File: config.mk
export PLATFORM = sky130hd
export DESIGN_NAME = axis_stream_fifo
export DESIGN_NICKNAME = d
export VERILOG_FILES = /design/src/rtl/axis_stream_fifo.sv
export SDC_FILE = /design/constraint.sdc
export NUM_CORES = 1
export LEC_CHECK = 0
export BUFFER_PORTS_ARGS = -buffer_cell sky130_fd_sc_hd__buf_2
export CORE_MARGIN = 4
export CORE_UTILIZATION = 55
export DETAILED_ROUTE_END_ITERATION = 6
export MAX_ROUTING_LAYER = met4
export PLACE_DENSITY = 0.72
export REMOVE_ABC_BUFFERS = 1
export SETUP_SLACK_MARGIN = 0.15
export SLEW_MARGIN = 20
export SYNTH_ARGS = -nofsm -noshare
export SYNTH_HDL_FRONTEND = slang
export SYNTH_SLANG_ARGS = --single-unit
File: constraint.sdc
create_clock -name ACLK -period 6.8 [get_ports ACLK]
set_clock_uncertainty 0.1 [all_clocks]
set_input_delay 0.68 -clock ACLK [delete_from_list [all_inputs] [get_ports ACLK]]
set_output_delay 0.68 -clock ACLK [all_outputs]
set_load 0.03 [all_outputs]
File: src/rtl/axis_stream_fifo.sv
// AXI4-Stream FIFO with first-word-fall-through output, occupancy/packet status
// and an optional store-and-forward mode that holds output until a packet is complete.
module axis_stream_fifo #(
  parameter int DATA_WIDTH  = 64,
  parameter int DEPTH       = 16,
  parameter int PACKET_MODE = 0
) (
  input  logic                      ACLK,
  input  logic                      ARESET,
  input  logic [DATA_WIDTH-1:0]     S_AXIS_TDATA,
  input  logic [DATA_WIDTH/8-1:0]   S_AXIS_TKEEP,
  input  logic                      S_AXIS_TVALID,
  output logic                      S_AXIS_TREADY,
  input  logic                      S_AXIS_TLAST,
  output logic [DATA_WIDTH-1:0]     M_AXIS_TDATA,
  output logic [DATA_WIDTH/8-1:0]   M_AXIS_TKEEP,
  output logic                      M_AXIS_TVALID,
  input  logic                      M_AXIS_TREADY,
  output logic                      M_AXIS_TLAST,
  output logic [$clog2(DEPTH):0]    FILL_LEVEL,
  output logic [$clog2(DEPTH):0]    PKT_COUNT
);

  localparam int AW = $clog2(DEPTH);
  localparam int KW = DATA_WIDTH / 8;
  localparam int EW = DATA_WIDTH + KW + 1;
  localparam logic [AW:0] FULL_LEVEL = DEPTH[AW:0];

  logic [EW-1:0] r_mem [DEPTH];
  logic [AW-1:0] r_wr_ptr;
  logic [AW-1:0] r_rd_ptr;
  logic [AW:0]   r_fill;
  logic [AW:0]   r_pkt;
  logic          r_mid_pkt;

  logic          w_full;
  logic          w_empty;
  logic          w_wr;
  logic          w_rd;
  logic          w_wr_last;
  logic          w_rd_last;
  logic [EW-1:0] w_rd_entry;

  assign w_full     = (r_fill == FULL_LEVEL);
  assign w_empty    = (r_fill == '0);
  assign w_rd_entry = r_mem[r_rd_ptr];

  assign S_AXIS_TREADY = !ARESET && !w_full;
  // The full term releases packets longer than DEPTH; mid_pkt keeps them draining.
  assign M_AXIS_TVALID = !w_empty &&
                         ((PACKET_MODE == 0) || (r_pkt != '0) || w_full || r_mid_pkt);

  assign M_AXIS_TDATA = w_rd_entry[EW-1 -: DATA_WIDTH];
  assign M_AXIS_TKEEP = w_rd_entry[KW:1];
  assign M_AXIS_TLAST = w_rd_entry[0];
  assign FILL_LEVEL   = r_fill;
  assign PKT_COUNT    = r_pkt;

  assign w_wr      = S_AXIS_TVALID && S_AXIS_TREADY;
  assign w_rd      = M_AXIS_TVALID && M_AXIS_TREADY;
  assign w_wr_last = w_wr && S_AXIS_TLAST;
  assign w_rd_last = w_rd && M_AXIS_TLAST;

  // NOTE: the storage array carries no reset; pointers and counters alone define what is valid.
  always_ff @(posedge ACLK) begin
    if (w_wr) r_mem[r_wr_ptr] <= {S_AXIS_TDATA, S_AXIS_TKEEP, S_AXIS_TLAST};
  end

  // NOTE: sequential state uses non-blocking assignments so every register samples pre-edge values.
  always_ff @(posedge ACLK) begin
    if (ARESET) begin
      r_wr_ptr  <= '0;
      r_rd_ptr  <= '0;
      r_fill    <= '0;
      r_pkt     <= '0;
      r_mid_pkt <= 1'b0;
    end else begin
      if (w_wr) r_wr_ptr <= r_wr_ptr + 1'b1;
      if (w_rd) r_rd_ptr <= r_rd_ptr + 1'b1;

      case ({w_wr, w_rd})
        2'b10:   r_fill <= r_fill + 1'b1;
        2'b01:   r_fill <= r_fill - 1'b1;
        default: r_fill <= r_fill;
      endcase

      case ({w_wr_last, w_rd_last})
        2'b10:   r_pkt <= r_pkt + 1'b1;
        2'b01:   r_pkt <= r_pkt - 1'b1;
        default: r_pkt <= r_pkt;
      endcase

      if (w_rd) r_mid_pkt <= !M_AXIS_TLAST;
    end
  end

endmodule

==> flow_metrics.py, run 1 <==
metrics = {
    "place": {
        "pre_cts_ws_ps": 2700,
        "port-buffer-count": 161,
        "dpl.cell_count": 3096,
        "hpwl_mm": 49.4,
        "routabilityCongestion": 0.745,
    },
    "layout": {
        "final-seq-area_um2": 35500,
        "layoutNonFillerInstCount": 3309,
        "multi_input_area_um2": 8900,
        "post-route-util_pct": 62.8,
        "syn_to_final_growth_pct": 12.9,
        "drive_gt1_share_pct": 29.6,
        "fillerInstances": 5227,
        "nets": 2244,
    },
    "timing": {
        "hold_viol": 0,
        "clock.fmax_ghz": 0.219,
        "setup_violations": 0,
        "period_minus_slack_ps": 4560,
        "finalCritPeriodShare_pct": 67.1,
        "slew_viol_final": 0,
        "rsz0062_at_grt": "false",
        "tightest_slew_ps": 1140,
        "layout_setup_ws_ps": 2240,
        "maxSlewHeadroom_pct": 23.6,
    },
    "routing": {
        "vias": 20900,
        "drt_iter0_markers": 2091,
        "vias_per_cell": 6.32,
        "drt_pass1_iterations": 5,
        "drc": 0,
        "wl_per_cell_um": 28.9,
        "ant_nets": 0,
        "finalWirelength_mm": 95.6,
    },
    "global_route": {
        "grt_pass1_vias": 22100,
        "antenna_found_initial": 7,
        "grt_usage_pct": 23.1,
        "gr-total-overflow": 0,
        "grt_max_degree": 94,
        "grt_pass1_wl_mm": 143,
    },
    "logic_synthesis": {
        "yosysMostFrequentCell": "edfxtp_1",
        "synth.area.top_cells": "edfxtp_1 (78%), mux4_2 (15%), a22oi_1 (2.4%)",
        "yosys_warnings": 0,
        "ys_seq_area_share_pct": 79.2,
        "synth_area_um2": 44900,
        "synthTopCellsByCount": "edfxtp_1 (1168), mux4_2 (292), a22oi_1 (144)",
        "synth_ff_type": "edfxtp_1",
        "synth_top_area_share_pct": 78.2,
        "synth_edf_count": 1168,
        "synth_seq_cells": 1190,
        "netlist_instances": 1946,
        "synth-async-reset-ratio_pct": 0,
        "avgSynthCellArea_um2": 23.1,
        "yosys.cell_types.count": 32,
        "yosysTopAreaCell": "edfxtp_1",
    },
    "clocking": {
        "clk_latency_ps": 670,
        "cts_root_buf": "clkbuf_16",
        "cts_max_level": 3,
        "cts_resized": 0,
        "cts_tree": "built",
        "cts_setup_buffers": 0,
        "clk_pin_slew_ps": 60,
        "cts_buffers": 113,
        "hold_buffers": 0,
        "cts_buffer_depth": 3,
        "cts_sinks": 1190,
    },
    "floorplan": {
        "dieArea_um2": 86200,
        "start_util_pct": 55.6,
        "dieHeight_um": 294,
        "die_w_um": 294,
        "ioPinCount": 162,
        "std_cell_rows": 104,
        "core_um2": 80700,
    },
    "hold_path": {
        "holdPathStages": 1,
        "min-delay-start": "S_AXIS_TDATA[33]",
        "holdCritPathClass": "input port to register",
        "hold_path_end": "r_mem[5][42]$_DFFE_PP_",
    },
    "setup_path": {
        "critPathMaxStageDelay_ps": 960,
        "cp-end-kind": "output pin",
        "worst-path-max-fanout": 42,
        "cp_num_buf_inv": 2,
        "rr_worst_depth": 5,
        "r2r-end": "r_mem[14][27]$_DFFE_PP_",
        "cpMaxStageDelayCell": "nor2b_4",
        "path_cells": "nor2b_4 > buf_4 > a22oi_1 > nand2_1 > buf_2",
        "critPathKind": "register to output pin",
        "start_kind": "register",
        "reg2reg_from": "FILL_LEVEL[1]$_SDFFE_PP0P_",
        "r2r_setup_slack_ps": 3050,
        "worstPathArrival_ps": 3780,
        "crit_family": "simple AND/OR/NAND/NOR gates",
        "worstPathRequired_ps": 6020,
    },
    "power": {
        "peakVddDrop_mv": 0.308,
        "powerDensity_nw_per_um2": 351,
        "p_leak_nw": 15.9,
    },
    "flow_run": {
        "maxCapViolCount": 0,
    },
    "run_status": {
        "status": "finished clean",
    },
}
[where the power goes]
group	leakage [nW]	switching, mW	internal [mW]
logic	3.40	1.85	1.45
clock network	1.78	2.61	3.56
registers	10.7	0.115	8.20
total	15.9	4.57	13.2
[logic make-up (layout without fill, tap and decap cells)]
group                    count (synthesis)  after routing  share of synthesized area (%)
multiplexers                           299            299                           14.8
buffers and inverters                  118            417                           1.31
other                                    0              4                              0
flip-flops                            1190           1190                           79.2
AO/OA/AOI/OAI                          167            167                           2.74
AND/OR/NAND/NOR                        147            147                           1.34
XOR/XNOR                                10             10                          0.195
adder cells (fa/ha/maj)                 15             15                          0.452
[per-stage QoR]
| step | area (µm²) | power, mW | setup TNS, ps | hold slack [ps] |
|---|---|---|---|---|
| 2_1_floorplan | 44300 | 11.1 | -637410 | 385 |
| 4_1_cts | 50600 | 17.9 | 0 | 228 |
| 3_5_place_dp | 46900 | 11.8 | 0 | 424 |
| 3_3_place_gp | 46900 | 11.7 | 0 | 414 |
| 6_report | 50600 | 17.8 | 0 | 272 |
| 5_1_grt | 50600 | 18.5 | 0 | 251 |
[flip-flops by register name, indices dropped and copies added, names as in the netlist, named ones only]
name and flops:
r_mem 1168, PKT_COUNT 5, r_wr_ptr 4, r_rd_ptr 4, FILL_LEVEL 5
[routing by layer]
metal	part of all wire, %	wire [µm]	track usage [%]
met5	0	0	-
met4	1.9	1830	5.75
met3	8.1	7780	4.66
met2	50	47700	36.3
met1	40	38300	32.0
[final cells by class]
cell class	instances	area share [%]
timing repair buffer	197	2.33
inverter	12	0.0889
clock inverter	70	1.39
antenna	4	0.0198
multi-input combinational	638	17.6
tap	1060	2.62
sequential	1190	70.1
clock buffer	138	5.85
[worst max-delay path by stage]
stage	start	slack (ps)	endpoint	cells after the start
2_1_floorplan	register	-7830	M_AXIS_TLAST	1
3_3_place_gp	ARESET	2840	r_mem[10][13]$_DFFE_PP_	5
3_5_place_dp	ARESET	2700	r_mem[14][23]$_DFFE_PP_	5
4_1_cts	register	2170	M_AXIS_TDATA[50]	5
5_1_grt	register	2080	M_AXIS_TDATA[50]	5
6_report	register	2240	M_AXIS_TDATA[50]	5
[cell usage in the layout, fill, tap and decap left out, types with 3 or more instances in the layout]
cell / n
mux2i_1: 5
buf_4: 27
a21oi_1: 11
buf_2: 161
edfxtp_1: 1168
nand3_1: 3
bufinv_16: 12
clkinv_2: 14
or4_1: 3
a22oi_1: 144
clkbuf_16: 115
inv_16: 3
o211ai_1: 5
nand2_1: 81
buf_12: 6
nand2b_1: 4
diode_2: 4
dfxtp_1: 20
nor2_4: 13
clkbuf_1: 23
ha_1: 13
xor2_1: 8
nor2_1: 32
nor3_2: 4
a211oi_1: 4
inv_1: 12
mux4_2: 292
clkinv_1: 35
(Power assumes the default switching activity.)
==> run 2, diff against run 1 <==
- ABC_AREA: unset -> 1
- CORE_UTILIZATION: 55 -> 62
- PLACE_DENSITY: 0.72 -> 0.77
- clock period: 6.8 -> 4.26 ns (I/O delays scaled with it)
==> flow_metrics.py, run 2 <==
metrics = {
    "power": {
        "internal-power_mw": 20.6,
        "power_frac_seq_pct": 43.7,
        "design_power_total_mw": 30.2,
        "p_sw_mw": 9.67,
        "p_leak_nw": 17.5,
        "power_frac_comb_pct": 24.8,
        "peakVddDrop_mv": 0.447,
        "swShare_pct": 32.0,
        "clkPwrFrac_pct": 31.5,
        "powerDensity_nw_per_um2": 577,
    },
    "setup_path": {
        "cp.depth": 6,
        "crit_family": "buffers and inverters",
        "critPathMaxStageDelay_ps": 670,
        "cpMaxStageDelayCell": "dfxtp_4",
        "cp_num_buf_inv": 2,
        "worstPathArrival_ps": 3340,
        "rr_worst_depth": 13,
        "cp-end-kind": "output pin",
        "start_kind": "register",
        "path_cells": "buf_12 > o21ai_0 > o211ai_1 > nand3_1 > nand2_1 > buf_2",
        "critPathKind": "register to output pin",
        "worst-path-max-fanout": 228,
        "worstPathRequired_ps": 3730,
    },
    "timing": {
        "setup_violations": 0,
        "tightest_slew_ps": 1160,
        "finalCritPeriodShare_pct": 90.8,
        "clock.fmax_ghz": 0.259,
        "slew_viol_final": 0,
        "layout_setup_ws_ps": 392,
        "rsz0062_at_grt": "false",
        "hold_viol": 0,
        "maxSlewHeadroom_pct": 22.7,
        "period_minus_slack_ps": 3870,
    },
    "floorplan": {
        "ioPinCount": 162,
        "die_w_um": 284,
        "dieHeight_um": 284,
        "start_util_pct": 63.0,
        "dieArea_um2": 80700,
        "std_cell_rows": 100,
        "core_um2": 74900,
    },
    "routing": {
        "wl_per_cell_um": 23.5,
        "drc": 0,
        "finalWirelength_mm": 111,
        "drt_iter0_markers": 4182,
        "vias_per_cell": 6.25,
        "ant_nets": 0,
        "drt_pass1_iterations": 5,
        "vias": 29600,
    },
    "layout": {
        "syn_to_final_growth_pct": 11.0,
        "final_cell_mix": "edfxtp_1 (1168), nor2_1 (591), o21ai_0 (489)",
        "mostFrequentLayoutCell": "edfxtp_1",
        "nets": 3760,
        "regMostFlops": "r_mem",
        "drive_gt1_share_pct": 10.5,
        "final_area_um2": 52400,
        "largest_register_ffs": 1168,
    },
    "clocking": {
        "cts_buffer_depth": 3,
        "clk_pin_slew_ps": 60,
        "cts_root_buf": "clkbuf_16",
        "cts_setup_buffers": 0,
        "cts_max_level": 3,
        "cts_sinks": 1190,
        "cts_buffers": 113,
        "cts_tree": "built",
        "clk_latency_ps": 660,
    },
    "global_route": {
        "grt_pass1_wl_mm": 168,
        "antenna_found_initial": 18,
        "gr-total-overflow": 0,
        "grt_usage_pct": 27.8,
        "grt_max_degree": 229,
        "grt_pass1_vias": 29000,
    },
    "logic_synthesis": {
        "synthTopCellsByCount": "edfxtp_1 (1168), nor2_1 (607), o21ai_0 (489)",
        "synth_area_um2": 47300,
        "synth.area.top_cells": "edfxtp_1 (74%), o21ai_0 (5.2%), nor2_1 (4.8%)",
        "synth_seq_cells": 1190,
        "netlist_instances": 3576,
        "ys_seq_area_share_pct": 75.2,
        "synth_top_area_share_pct": 74.2,
        "yosys.cell_types.count": 26,
        "yosys_warnings": 0,
        "avgSynthCellArea_um2": 13.2,
        "yosysMostFrequentCell": "edfxtp_1",
        "yosysTopAreaCell": "edfxtp_1",
        "synth_ff_type": "edfxtp_1",
        "synth-async-reset-ratio_pct": 0,
        "synth_edf_count": 1168,
    },
    "run_status": {
        "status": "finished clean",
    },
    "place": {
        "routabilityCongestion": 0.785,
        "placed_area_um2": 48800,
        "hpwl_mm": 53.5,
        "pre_cts_ws_ps": 1080,
        "port-buffer-count": 161,
    },
    "hold_path": {
        "holdCritPathClass": "input port to register",
        "holdPathStages": 1,
    },
    "flow_run": {
        "maxCapViolCount": 0,
    },
}
## run 2: cell types whose count changed after synthesis, sizes merged, moves of 149 or more
cell	previous run	this run
a21oi	11	160
inv	12	179
mux4	292	0
nand3	3	162
nor2	45	607
o211ai	5	288
o21ai	1	590
## run 2: cell type report
type	instances	area, µm²
clock buffer	137	3000
inverter	180	704
multi-input combinational	1964	9920
clock inverter	69	507
fill	4776	22500
sequential	1190	35500
tap	969	1210
timing repair buffer	219	1520
antenna	17	42.5
## run 2: worst paths after layout
path / startpoint / to / slack, ps
setup / recovery: register / M_AXIS_TKEEP[0] / 390
hold / removal: S_AXIS_TDATA[16] / r_mem[8][25]$_DFFE_PP_ / 40
setup reg to reg: register / PKT_COUNT[3]$_SDFFE_PP0P_ / 1080
hold reg to reg: PKT_COUNT[4]$_SDFFE_PP0P_ / PKT_COUNT[4]$_SDFFE_PP0P_ / 410
## run 2: stage by stage
step	setup TNS, ps	instances	util, %	hold slack [ps]
after floorplan	-1917850	3334	-	359
after global placement	0	4517	65.2	379
after detailed placement	0	4517	65.2	399
after CTS	0	4728	69.9	0.323
after global routing	0	4744	70.0	22.9
final	0	4745	70.0	38.1
## run 2: power groups by stage
stage | Sequential [mW] | Combinational (mW) | Clock, mW
2_1_floorplan | 13.9 | 4.16 | 0
4_1_cts | 13.2 | 7.48 | 9.61
6_report | 13.2 | 7.50 | 9.53
3_3_place_gp | 13.4 | 7.22 | 0
3_5_place_dp | 13.5 | 7.41 | 0
5_1_grt | 13.2 | 8.24 | 10.1
## run 2: cells by family (layout without fill, tap and decap cells)
family	after synthesis	in the layout	share of synthesized area, %
flops	1190	1190	75.2
compound gates	1038	1038	12.5
simple gates	901	901	7.61
buf+inv	422	605	4.10
fa+ha+maj	15	15	0.429
xor+xnor	10	10	0.185
other cells	0	17	0
## run 2: routing by layer
layer | global-route usage, % | vias up | part of all wire [%] | routed length, µm
li1 | - | 13300 | - | -
met1 | 37.6 | 14500 | 40 | 44000
met2 | 43.9 | 1572 | 48 | 53900
met3 | 4.79 | 217 | 9.6 | 10700
met4 | 8.89 | 0 | 2.4 | 2700
met5 | - | - | 0 | 0
## run 2: what timing repair did
action                     4_1_cts  5_1_grt
hold buffers                     5        0
hold endpoints to repair        42        0
setup endpoints to repair        0        3
gates resized for setup          0        1
